## config.mk

```make
export PLATFORM = sky130hd
export DESIGN_NAME = gcd_arbiter_flat
export DESIGN_NICKNAME = d
export VERILOG_FILES = /design/src/rtl/gcd_arb_pkg.sv /design/src/rtl/gcd_arbiter_if.sv /design/src/rtl/gcd_rr_arbiter.sv /design/src/rtl/gcd_arbiter.sv /design/src/flat_wrapper.sv
export SDC_FILE = /design/constraint.sdc
export NUM_CORES = 1
export LEC_CHECK = 0
export BUFFER_PORTS_ARGS = -buffer_cell sky130_fd_sc_hd__buf_4
export CORE_MARGIN = 1.5
export CORE_UTILIZATION = 40
export DETAILED_ROUTE_END_ITERATION = 8
export HOLD_SLACK_MARGIN = 0.08
export PLACE_DENSITY = 0.75
export REMOVE_ABC_BUFFERS = 1
export SETUP_SLACK_MARGIN = 0.05
export SLEW_MARGIN = 20
export SYNTH_ARGS = -nofsm -noshare
export SYNTH_HDL_FRONTEND = slang
export SYNTH_SLANG_ARGS = --single-unit
```

## constraint.sdc

```tcl
create_clock -name clock -period 1.75 [get_ports clock]
set_input_delay 0.0875 -clock clock [delete_from_list [all_inputs] [get_ports clock]]
set_output_delay 0.0875 -clock clock [all_outputs]
set_load 0.01 [all_outputs]
```

## src/rtl/gcd_arb_pkg.sv

```systemverilog
// Shared types and defaults for the GCD engine arbiter.
// Optional WAIT timeout is enabled by GCD_ARB_TIMEOUT_EN.
package gcd_arb_pkg;

  localparam int W_DEF       = 16;
  localparam int TIMEOUT_DEF = 1023;

  typedef enum logic [1:0] {
    S_IDLE  = 2'd0,
    S_ISSUE = 2'd1,
    S_WAIT  = 2'd2
  } state_t;

endpackage

```

## src/rtl/gcd_arbiter_if.sv

```systemverilog
// Requester, response and engine handshakes of gcd_arbiter.
// slave = arbiter side, master = environment side.
interface gcd_arbiter_if #(
  parameter int W = 16
);

  logic         io_req0_valid;
  logic         io_req0_ready;
  logic [W-1:0] io_req0_bits_a;
  logic [W-1:0] io_req0_bits_b;
  logic         io_req1_valid;
  logic         io_req1_ready;
  logic [W-1:0] io_req1_bits_a;
  logic [W-1:0] io_req1_bits_b;

  logic         io_resp0_valid;
  logic         io_resp0_ready;
  logic [W-1:0] io_resp0_bits;
  logic         io_resp0_err;
  logic         io_resp1_valid;
  logic         io_resp1_ready;
  logic [W-1:0] io_resp1_bits;
  logic         io_resp1_err;

  logic         io_gcd_in_valid;
  logic         io_gcd_in_ready;
  logic [W-1:0] io_gcd_in_bits_a;
  logic [W-1:0] io_gcd_in_bits_b;
  logic         io_gcd_out_valid;
  logic [W-1:0] io_gcd_out_bits;

  logic         io_busy;

  modport slave (
    input  io_req0_valid, io_req0_bits_a, io_req0_bits_b,
    input  io_req1_valid, io_req1_bits_a, io_req1_bits_b,
    output io_req0_ready, io_req1_ready,
    input  io_resp0_ready, io_resp1_ready,
    output io_resp0_valid, io_resp0_bits, io_resp0_err,
    output io_resp1_valid, io_resp1_bits, io_resp1_err,
    output io_gcd_in_valid, io_gcd_in_bits_a, io_gcd_in_bits_b,
    input  io_gcd_in_ready,
    input  io_gcd_out_valid, io_gcd_out_bits,
    output io_busy
  );

  modport master (
    output io_req0_valid, io_req0_bits_a, io_req0_bits_b,
    output io_req1_valid, io_req1_bits_a, io_req1_bits_b,
    input  io_req0_ready, io_req1_ready,
    output io_resp0_ready, io_resp1_ready,
    input  io_resp0_valid, io_resp0_bits, io_resp0_err,
    input  io_resp1_valid, io_resp1_bits, io_resp1_err,
    input  io_gcd_in_valid, io_gcd_in_bits_a, io_gcd_in_bits_b,
    output io_gcd_in_ready,
    output io_gcd_out_valid, io_gcd_out_bits,
    input  io_busy
  );

endinterface

```

## src/rtl/gcd_rr_arbiter.sv

```systemverilog
// Two-way round-robin grant; requester 0 wins ties after reset.
// The pointer moves only when a grant is actually taken.
module gcd_rr_arbiter (
  input  logic       i_clk,
  input  logic       i_rst_n,
  input  logic [1:0] i_elig,
  input  logic       i_take,
  output logic [1:0] o_grant
);

  // requester that wins when both are eligible
  logic r_prio;

  // grant: tie goes to r_prio, otherwise the lone eligible one
  always_comb begin
    o_grant = i_elig;
    if (i_elig == 2'b11) begin
      o_grant = r_prio ? 2'b10 : 2'b01;
    end
  end

  // pointer: after serving 0, 1 gets the next tie, and vice versa
  always_ff @(posedge i_clk or negedge i_rst_n) begin
    if (!i_rst_n) begin
      r_prio <= 1'b0;
    end else if (i_take) begin
      r_prio <= o_grant[0];
    end
  end

endmodule

```

## src/rtl/gcd_arbiter.sv

```systemverilog
// Shares one GCD engine between two requesters, one job at a time.
// Define GCD_ARB_TIMEOUT_EN to abort silent engine jobs in WAIT.
module gcd_arbiter
  import gcd_arb_pkg::*;
#(
  parameter int W              = W_DEF,
  parameter int TIMEOUT_CYCLES = TIMEOUT_DEF
) (
  input logic          clock,
  input logic          reset,
  gcd_arbiter_if.slave bus
);

  state_t       r_state;
  state_t       w_next;
  logic [W-1:0] r_a;
  logic [W-1:0] r_b;
  logic         r_owner;
  logic [1:0]   r_rv;
  logic [W-1:0] r_rb [2];

  logic [1:0]   w_elig;
  logic [1:0]   w_grant;
  logic [1:0]   w_ready;
  logic [1:0]   w_rrdy;
  logic         w_take;
  logic         w_done;
  logic         w_tmo;
  logic         w_fin;

  assign w_elig[0] = bus.io_req0_valid & ~r_rv[0];
  assign w_elig[1] = bus.io_req1_valid & ~r_rv[1];
  assign w_rrdy    = {bus.io_resp1_ready, bus.io_resp0_ready};

  gcd_rr_arbiter u_rr (
    .i_clk   (clock),
    .i_rst_n (reset),
    .i_elig  (w_elig),
    .i_take  (w_take),
    .o_grant (w_grant)
  );

  // ready only in IDLE; reset masks the combinational path
  assign w_ready = (r_state == S_IDLE && reset) ? w_grant : 2'b00;
  assign w_take  = |w_ready;
  assign w_fin   = w_done | w_tmo;

`ifdef GCD_ARB_TIMEOUT_EN
  localparam int CW = $clog2(TIMEOUT_CYCLES + 1);
  localparam logic [CW-1:0] CNT_MAX = CW'(TIMEOUT_CYCLES - 1);

  logic [CW-1:0] r_cnt;
  logic [1:0]    r_re;

  // counts WAIT cycles of the current job
  always_ff @(posedge clock or negedge reset) begin
    if (!reset) begin
      r_cnt <= '0;
    end else if (r_state != S_WAIT) begin
      r_cnt <= '0;
    end else begin
      r_cnt <= r_cnt + CW'(1);
    end
  end

  // error flag travels with the owner's response
  always_ff @(posedge clock or negedge reset) begin
    if (!reset) begin
      r_re <= '0;
    end else begin
      for (int i = 0; i < 2; i++) begin
        if (w_fin && (r_owner == 1'(i))) begin
          r_re[i] <= w_tmo;
        end
      end
    end
  end

  assign bus.io_resp0_err = r_re[0];
  assign bus.io_resp1_err = r_re[1];
`else
  assign bus.io_resp0_err = 1'b0;
  assign bus.io_resp1_err = 1'b0;
`endif

  // state register
  always_ff @(posedge clock or negedge reset) begin
    if (!reset) begin
      r_state <= S_IDLE;
    end else begin
      r_state <= w_next;
    end
  end

  // next state; engine results outside WAIT are ignored
  always_comb begin
    w_next = r_state;
    w_done = 1'b0;
    w_tmo  = 1'b0;
    unique case (r_state)
      S_IDLE: begin
        if (w_take) w_next = S_ISSUE;
      end
      S_ISSUE: begin
        if (bus.io_gcd_in_ready) w_next = S_WAIT;
      end
      S_WAIT: begin
        if (bus.io_gcd_out_valid) begin
          w_done = 1'b1;
          w_next = S_IDLE;
        end
`ifdef GCD_ARB_TIMEOUT_EN
        else if (r_cnt == CNT_MAX) begin
          w_tmo  = 1'b1;
          w_next = S_IDLE;
        end
`endif
      end
      default: w_next = S_IDLE;
    endcase
  end

  // capture operands and owner on accept
  always_ff @(posedge clock or negedge reset) begin
    if (!reset) begin
      r_a     <= '0;
      r_b     <= '0;
      r_owner <= 1'b0;
    end else if (w_take) begin
      r_owner <= w_ready[1];
      r_a     <= w_ready[1] ? bus.io_req1_bits_a
                            : bus.io_req0_bits_a;
      r_b     <= w_ready[1] ? bus.io_req1_bits_b
                            : bus.io_req0_bits_b;
    end
  end

  // response registers: load on finish, drop valid on ready
  always_ff @(posedge clock or negedge reset) begin
    if (!reset) begin
      r_rv <= '0;
      for (int i = 0; i < 2; i++) r_rb[i] <= '0;
    end else begin
      for (int i = 0; i < 2; i++) begin
        if (w_fin && (r_owner == 1'(i))) begin
          r_rv[i] <= 1'b1;
          r_rb[i] <= w_tmo ? '0 : bus.io_gcd_out_bits;
        end else if (r_rv[i] && w_rrdy[i]) begin
          r_rv[i] <= 1'b0;
        end
      end
    end
  end

  assign bus.io_req0_ready    = w_ready[0];
  assign bus.io_req1_ready    = w_ready[1];
  assign bus.io_resp0_valid   = r_rv[0];
  assign bus.io_resp1_valid   = r_rv[1];
  assign bus.io_resp0_bits    = r_rb[0];
  assign bus.io_resp1_bits    = r_rb[1];
  assign bus.io_gcd_in_valid  = (r_state == S_ISSUE);
  assign bus.io_gcd_in_bits_a = r_a;
  assign bus.io_gcd_in_bits_b = r_b;
  assign bus.io_busy          = (r_state != S_IDLE);

endmodule

```

## src/flat_wrapper.sv

```systemverilog
// flat-port wrapper written by rule: the top's interface ports become plain ports
module gcd_arbiter_flat import gcd_arb_pkg::*;
#(
  parameter int W              = W_DEF,
  parameter int TIMEOUT_CYCLES = TIMEOUT_DEF
)
  (clock, reset, bus_io_req0_valid, bus_io_req0_bits_a, bus_io_req0_bits_b, bus_io_req1_valid, bus_io_req1_bits_a, bus_io_req1_bits_b, bus_io_req0_ready, bus_io_req1_ready, bus_io_resp0_ready, bus_io_resp1_ready, bus_io_resp0_valid, bus_io_resp0_bits, bus_io_resp0_err, bus_io_resp1_valid, bus_io_resp1_bits, bus_io_resp1_err, bus_io_gcd_in_valid, bus_io_gcd_in_bits_a, bus_io_gcd_in_bits_b, bus_io_gcd_in_ready, bus_io_gcd_out_valid, bus_io_gcd_out_bits, bus_io_busy);
  gcd_arbiter_if #(.W(W)) bus_i ();
  input logic clock;
  input logic reset;
  input wire logic [$bits(bus_i.io_req0_valid)-1:0] bus_io_req0_valid;
  input wire logic [$bits(bus_i.io_req0_bits_a)-1:0] bus_io_req0_bits_a;
  input wire logic [$bits(bus_i.io_req0_bits_b)-1:0] bus_io_req0_bits_b;
  input wire logic [$bits(bus_i.io_req1_valid)-1:0] bus_io_req1_valid;
  input wire logic [$bits(bus_i.io_req1_bits_a)-1:0] bus_io_req1_bits_a;
  input wire logic [$bits(bus_i.io_req1_bits_b)-1:0] bus_io_req1_bits_b;
  output wire logic [$bits(bus_i.io_req0_ready)-1:0] bus_io_req0_ready;
  output wire logic [$bits(bus_i.io_req1_ready)-1:0] bus_io_req1_ready;
  input wire logic [$bits(bus_i.io_resp0_ready)-1:0] bus_io_resp0_ready;
  input wire logic [$bits(bus_i.io_resp1_ready)-1:0] bus_io_resp1_ready;
  output wire logic [$bits(bus_i.io_resp0_valid)-1:0] bus_io_resp0_valid;
  output wire logic [$bits(bus_i.io_resp0_bits)-1:0] bus_io_resp0_bits;
  output wire logic [$bits(bus_i.io_resp0_err)-1:0] bus_io_resp0_err;
  output wire logic [$bits(bus_i.io_resp1_valid)-1:0] bus_io_resp1_valid;
  output wire logic [$bits(bus_i.io_resp1_bits)-1:0] bus_io_resp1_bits;
  output wire logic [$bits(bus_i.io_resp1_err)-1:0] bus_io_resp1_err;
  output wire logic [$bits(bus_i.io_gcd_in_valid)-1:0] bus_io_gcd_in_valid;
  output wire logic [$bits(bus_i.io_gcd_in_bits_a)-1:0] bus_io_gcd_in_bits_a;
  output wire logic [$bits(bus_i.io_gcd_in_bits_b)-1:0] bus_io_gcd_in_bits_b;
  input wire logic [$bits(bus_i.io_gcd_in_ready)-1:0] bus_io_gcd_in_ready;
  input wire logic [$bits(bus_i.io_gcd_out_valid)-1:0] bus_io_gcd_out_valid;
  input wire logic [$bits(bus_i.io_gcd_out_bits)-1:0] bus_io_gcd_out_bits;
  output wire logic [$bits(bus_i.io_busy)-1:0] bus_io_busy;
  assign bus_i.io_req0_valid = bus_io_req0_valid;
  assign bus_i.io_req0_bits_a = bus_io_req0_bits_a;
  assign bus_i.io_req0_bits_b = bus_io_req0_bits_b;
  assign bus_i.io_req1_valid = bus_io_req1_valid;
  assign bus_i.io_req1_bits_a = bus_io_req1_bits_a;
  assign bus_i.io_req1_bits_b = bus_io_req1_bits_b;
  assign bus_io_req0_ready = bus_i.io_req0_ready;
  assign bus_io_req1_ready = bus_i.io_req1_ready;
  assign bus_i.io_resp0_ready = bus_io_resp0_ready;
  assign bus_i.io_resp1_ready = bus_io_resp1_ready;
  assign bus_io_resp0_valid = bus_i.io_resp0_valid;
  assign bus_io_resp0_bits = bus_i.io_resp0_bits;
  assign bus_io_resp0_err = bus_i.io_resp0_err;
  assign bus_io_resp1_valid = bus_i.io_resp1_valid;
  assign bus_io_resp1_bits = bus_i.io_resp1_bits;
  assign bus_io_resp1_err = bus_i.io_resp1_err;
  assign bus_io_gcd_in_valid = bus_i.io_gcd_in_valid;
  assign bus_io_gcd_in_bits_a = bus_i.io_gcd_in_bits_a;
  assign bus_io_gcd_in_bits_b = bus_i.io_gcd_in_bits_b;
  assign bus_i.io_gcd_in_ready = bus_io_gcd_in_ready;
  assign bus_i.io_gcd_out_valid = bus_io_gcd_out_valid;
  assign bus_i.io_gcd_out_bits = bus_io_gcd_out_bits;
  assign bus_io_busy = bus_i.io_busy;
  gcd_arbiter #(.W(W), .TIMEOUT_CYCLES(TIMEOUT_CYCLES)) u_core (.clock(clock), .reset(reset), .bus(bus_i));
endmodule
```

# == After elaboration in Yosys (flattened, before gate mapping) ==
# Index checks and enable logic that the tools add are counted.
# word_totals
ff_bits,70
output_inout_bits,72
# op_classes
mux,15
n_eq_ne,6
n_reduce_logical,11
bitwise_logic,5
# ops
cell,n
16-bit two-way mux,2
2-bit two-way mux,6
1-bit two-way mux,6
2-bit one-hot mux with 3 select lines,1
2-bit nonzero test,3
1-bit logical AND,5
2-bit == test (second input constant),2
2-bit != test (second input constant),2
1-bit inverter,3
3-bit AND reduction,1
1-bit AND,2
2-bit by 1-bit == test with 1-bit output (second input constant),1
2-bit logical NOT,1
2-bit by 1-bit != test with 1-bit output (second input constant),1
2-bit OR reduction,1

# == Depth between registers and ports, before layout ==
# logic_depth
ltp_word,8
depth_mapped,6
depth_no_buf,4

# == Cells and area by module ==
# A second synthesis with hierarchy kept.
# hier_totals
hier_cells,209
hier_area_um2,3010.4
# modules_own_cells
mod,cells_per_inst,n_inst,area_each_um2
gcd_arbiter,204,1,2947.8
gcd_rr_arbiter,5,1,62.6

# == Least setup slack after synthesis ==
# OpenSTA, ideal clock, no wires.
# synth_path
path_kind,register to register
from,register u_core.r_state[1]
to,"register u_core.r_b[10], in the netlist u_core.bus.io_gcd_in_bits_b[10]"
synth_period_minus_slack_ns,1.883
arrival_time_ns,1.760
stages_incl_launch_ff,7
n_path_buf,3
path_slack_ns,-0.133
setup_ns,0.123
t_required_ns,1.627
cell_sequence,dfrtp_1 > or3b_1 > buf_2 > or3b_1 > buf_2 > buf_6 > o221a_1
# synth_via
elab_chain_len,4
elab_cells_between_ends,5
cone_classes,mux (2); reduce/logical (3)
# synth_rtl
element,line,text
"start, declared",gcd_arbiter.sv:14,state_t r_state;
"start signal, assigned",gcd_arbiter.sv:91,r_state <= w_next;
2-bit logical NOT *,gcd_arbiter.sv:44,assign w_ready = (r_state == S_IDLE && reset) ? w_grant : 2'b00;
1-bit logical AND *,gcd_arbiter.sv:44,
2-bit two-way mux *,gcd_arbiter.sv:44,
16-bit two-way mux / 2-bit OR reduction (equally long branches),"gcd_arbiter.sv:133, gcd_arbiter.sv:45",
"end signal, assigned",gcd_arbiter.sv:133,r_b <= w_ready[1] ? bus.io_req1_bits_b
"end, declared",gcd_arbiter.sv:17,logic [W-1:0] r_b;
# Every way passes the cells marked *; elsewhere a longest branch is shown, timed or not.
# A chain may end at the register's enable or synchronous reset.

# == Worst setup path in the final report ==
# layout_path
from,register u_core.r_state[0]
to,output port bus_io_req0_ready
# layout_via
elab_chain_len,3
# layout_rtl
element,line,text
2-bit logical NOT,gcd_arbiter.sv:44,
1-bit logical AND,gcd_arbiter.sv:44,
2-bit two-way mux,gcd_arbiter.sv:44,
"end, declared",flat_wrapper.sv:17,output wire logic [$bits(bus_i.io_req0_ready)-1:0] bus_io_req0_ready;
# No other way between the ends.

==> flow_summary.toml <==
[drt]
ant_nets = 0
vias = 2864
wl_per_cell_um = 18.8
wl_um = 10200
drt-initial-drc-count = 128
firstDrtPassIters = 4
routed_via_density = 5.26
drc = 0

[placement]
post-dp-hpwl_um = 6080
gp_congestion = 0.817
pre_cts_slack_ns = -0.0421
port_buffers = 157

[synthesis]
async_reset_ff_frac = 1.00
yosys.cell_types.count = 26
ys.flop_type = "dfrtp_1"
synth_area_sq_um = 3000
post-synth-top-area-fraction = 0.583
synth-edff-count = 0
yosysSeqAreaShare = 0.583
synth.avg_cell_area_sq_um = 14.0
synth.most_common_cell = "dfrtp_1"
synth_commonest_cells = "70 x dfrtp_1, 32 x mux2_2, 29 x or4_1, 28 x o221a_1, 11 x clkbuf_1"
yosys_warnings = 0
synth_top_area_cell = "dfrtp_1"
ys_ff_latch = 70
synth_cells = 215
synth_area_leaders = "dfrtp_1 58%, mux2_2 12%, o221a_1 10%"

[timing]
report.final.slew_viol_count = 0
layout_setup_ws_ns = -0.155
rsz0062_at_grt = "true"
finalSetupViolations = 34
finalCriticalPeriod_ns = 1.91
finClkSkew_ns = 0.00720
period_share = 1.09
worst_pin_slew_ns = 0.887
max_freq_mhz = 525
slew-limit-headroom = 0.409
hold_viol = 0

[worst_setup_path]
reg2reg_depth = 5
setup.worst_path.class = "reg -> out"
r2r_setup_slack_ns = -0.13
worstReg2RegEnd = "u_core.bus.io_gcd_in_bits_a[0]$_DFFE_PN0P_"
end_kind = "primary output"
cp-startpoint = "u_core.r_state[0]$_DFFE_PN0P_"
crit_path_start_kind = "flop"
cp-endpoint = "bus_io_req0_ready"
crit_arrival_ns = 1.82
rr_startpoint = "u_core.r_state[0]$_DFFE_PN0P_"
crit_required_ns = 1.66
critPathMaxFanout = 3

[grt]
grt_pass1_wl_um = 15100
grt.total_usage = 0.252
grt_max_degree = 71
antenna_found_initial = 0
grt_overflow = 0
grt_pass1_vias = 3094

[clock_network]
cts_buffer_depth = 2
htreeDepth = 3
clock_latency_ns = 0.34
cts_root_buf = "clkbuf_8"
clk_pin_slew_ns = 0.08
tritoncts = "yes"
cts_made_buffers = 9
clock-sinks = 70

[pwr]
leakage_uw = 0.00248
irDropWorstVdd_mv = 0.651
powerDensity_nw_per_um2 = 1580

[final_layout]
fill_cells = 486
synthToLayoutAreaGrowth_pct = 77.8
final_util = 0.736
final_nets = 529
diodes = 0
drive_above_1_share = 0.558

[floorplan]
core_area_sq_um = 7250
die_area_sq_um = 8040
die_h_um = 89.6
io_pins = 160
start_util = 0.414
placementRows = 31
die_x_um = 89.6

[hold_path]
min_path_type = "in -> reg"

[status]
status = "finished with violations"
violations = "negative setup slack"

[job]
cap_violations = 0
==> worst min-delay path by stage <==
stage	endpoint	slack [ns]	startpoint	cells after the start
after detailed placement	u_core.r_rv[1]$_DFFE_PN0P_	0.30	bus_io_resp1_ready	2
after global routing	u_core.bus.io_gcd_in_bits_a[2]$_DFFE_PN0P_	0.1	bus_io_req1_bits_a[2]	3
after floorplan	u_core.bus.io_gcd_in_bits_a[0]$_DFFE_PN0P_	-0.21	reset	0
after global placement	u_core.r_rv[1]$_DFFE_PN0P_	0.28	bus_io_resp1_ready	2
final	u_core.bus.io_gcd_in_bits_b[7]$_DFFE_PN0P_	0.09	bus_io_req1_bits_b[7]	3
after CTS	u_core.bus.io_gcd_in_bits_a[5]$_DFFE_PN0P_	0.08	bus_io_req1_bits_a[5]	3
==> final cells by class <==
class                           instances  area (sq um)  area share
Timing Repair Buffer                  235          1990       0.374
Sequential cell                        70          1750       0.328
Multi-Input combinational cell        120          1180       0.222
Clock inverter                          6           134      0.0251
Clock buffer                           10           128      0.0239
Tap cell                               99           124      0.0232
Inverter                                5          21.3     0.00398
==> routing by layer <==
layer,up-vias,share of wire,GRT usage
li1,1295,-,-
met1,1443,0.40,0.300
met2,105,0.53,0.440
met3,21,0.041,0.0503
met4,0,0.025,0.116
met5,-,0,0
==> kinds of logic (layout without fill, tap and decap cells) <==
kind of cell           Yosys count  after routing  synth area share
AND/OR/NAND/NOR                 46             46             0.114
AO/OA/AOI/OAI                   40             40             0.137
buffers and inverters           26            256            0.0446
other                            1              2           0.00125
multiplexers                    32             32             0.120
flip-flops                      70             70             0.583
==> timing repair <==
action / 4_1_cts / 5_1_grt
buffers inserted: 6 / 1
setup endpoints to repair: 34 / 34
endpoints found under the hold margin: 138 / 1
gates cloned: 1 / 0
hold buffers: 53 / 1
pin swaps: 3 / 1
resized for setup: 15 / 9
==> power breakdown <==
part | total, uW | leakage (uW) | switching, uW | internal, uW
combinational | 3840 | 0.00153 | 1590 | 2250
sequential | 2890 | 0.000822 | 490 | 2400
clock | 1730 | 0.000130 | 637 | 1090
total | 8450 | 0.00248 | 2720 | 5730
==> per-stage QoR <==
stage	power (uW)	hold slack, ns	setup TNS [ns]	std cells	area (sq um)
4_1_cts	8330	0.0802	-3.26	543	5280
5_1_grt	8910	0.0954	-5.37	545	5340
2_1_floorplan	4330	-0.208	-32.82	195	2890
3_5_place_dp	6310	0.301	-0.813	467	4360
3_3_place_gp	6190	0.278	-0.0589	467	4360
6_report	8450	0.0922	-3.91	545	5340
==> registers in the layout, indices dropped and copies added (netlist names) <==
signal                       cells
u_core.r_state                   2
u_core.bus.io_resp1_bits        16
u_core.bus.io_gcd_in_bits_b     16
u_core.u_rr.r_prio               1
u_core.bus.io_gcd_in_bits_a     16
u_core.bus.io_resp0_bits        16
u_core.r_owner                   1
u_core.r_rv                      2
==> layout by cell type, fill, tap and decap left out, drive strengths merged <==
cell type / n
inv: 5
bufinv: 4
bufbuf: 1
o21ai: 3
nor3: 1
clkbuf: 10
or4b: 3
o221a: 32
nand4b: 1
a21oi: 1
or2: 1
nor3b: 1
nor2: 1
a22o: 1
or3b: 2
dfrtp: 70
nand3b: 1
conb: 2
clkinv: 2
or4: 29
buf: 180
nand2: 2
a21o: 3
or3: 1
nand2b: 3
dlygate4sd3: 54
mux2: 32
==> critical path, stage by stage, from the launching register on <==
cell     delay [ns]
dfrtp_1        0.38
or3b_4         0.41
or3b_4         0.42
buf_12         0.14
inv_4          0.04
buf_6          0.09
No activity file was read; power rests on OpenSTA's default activity.
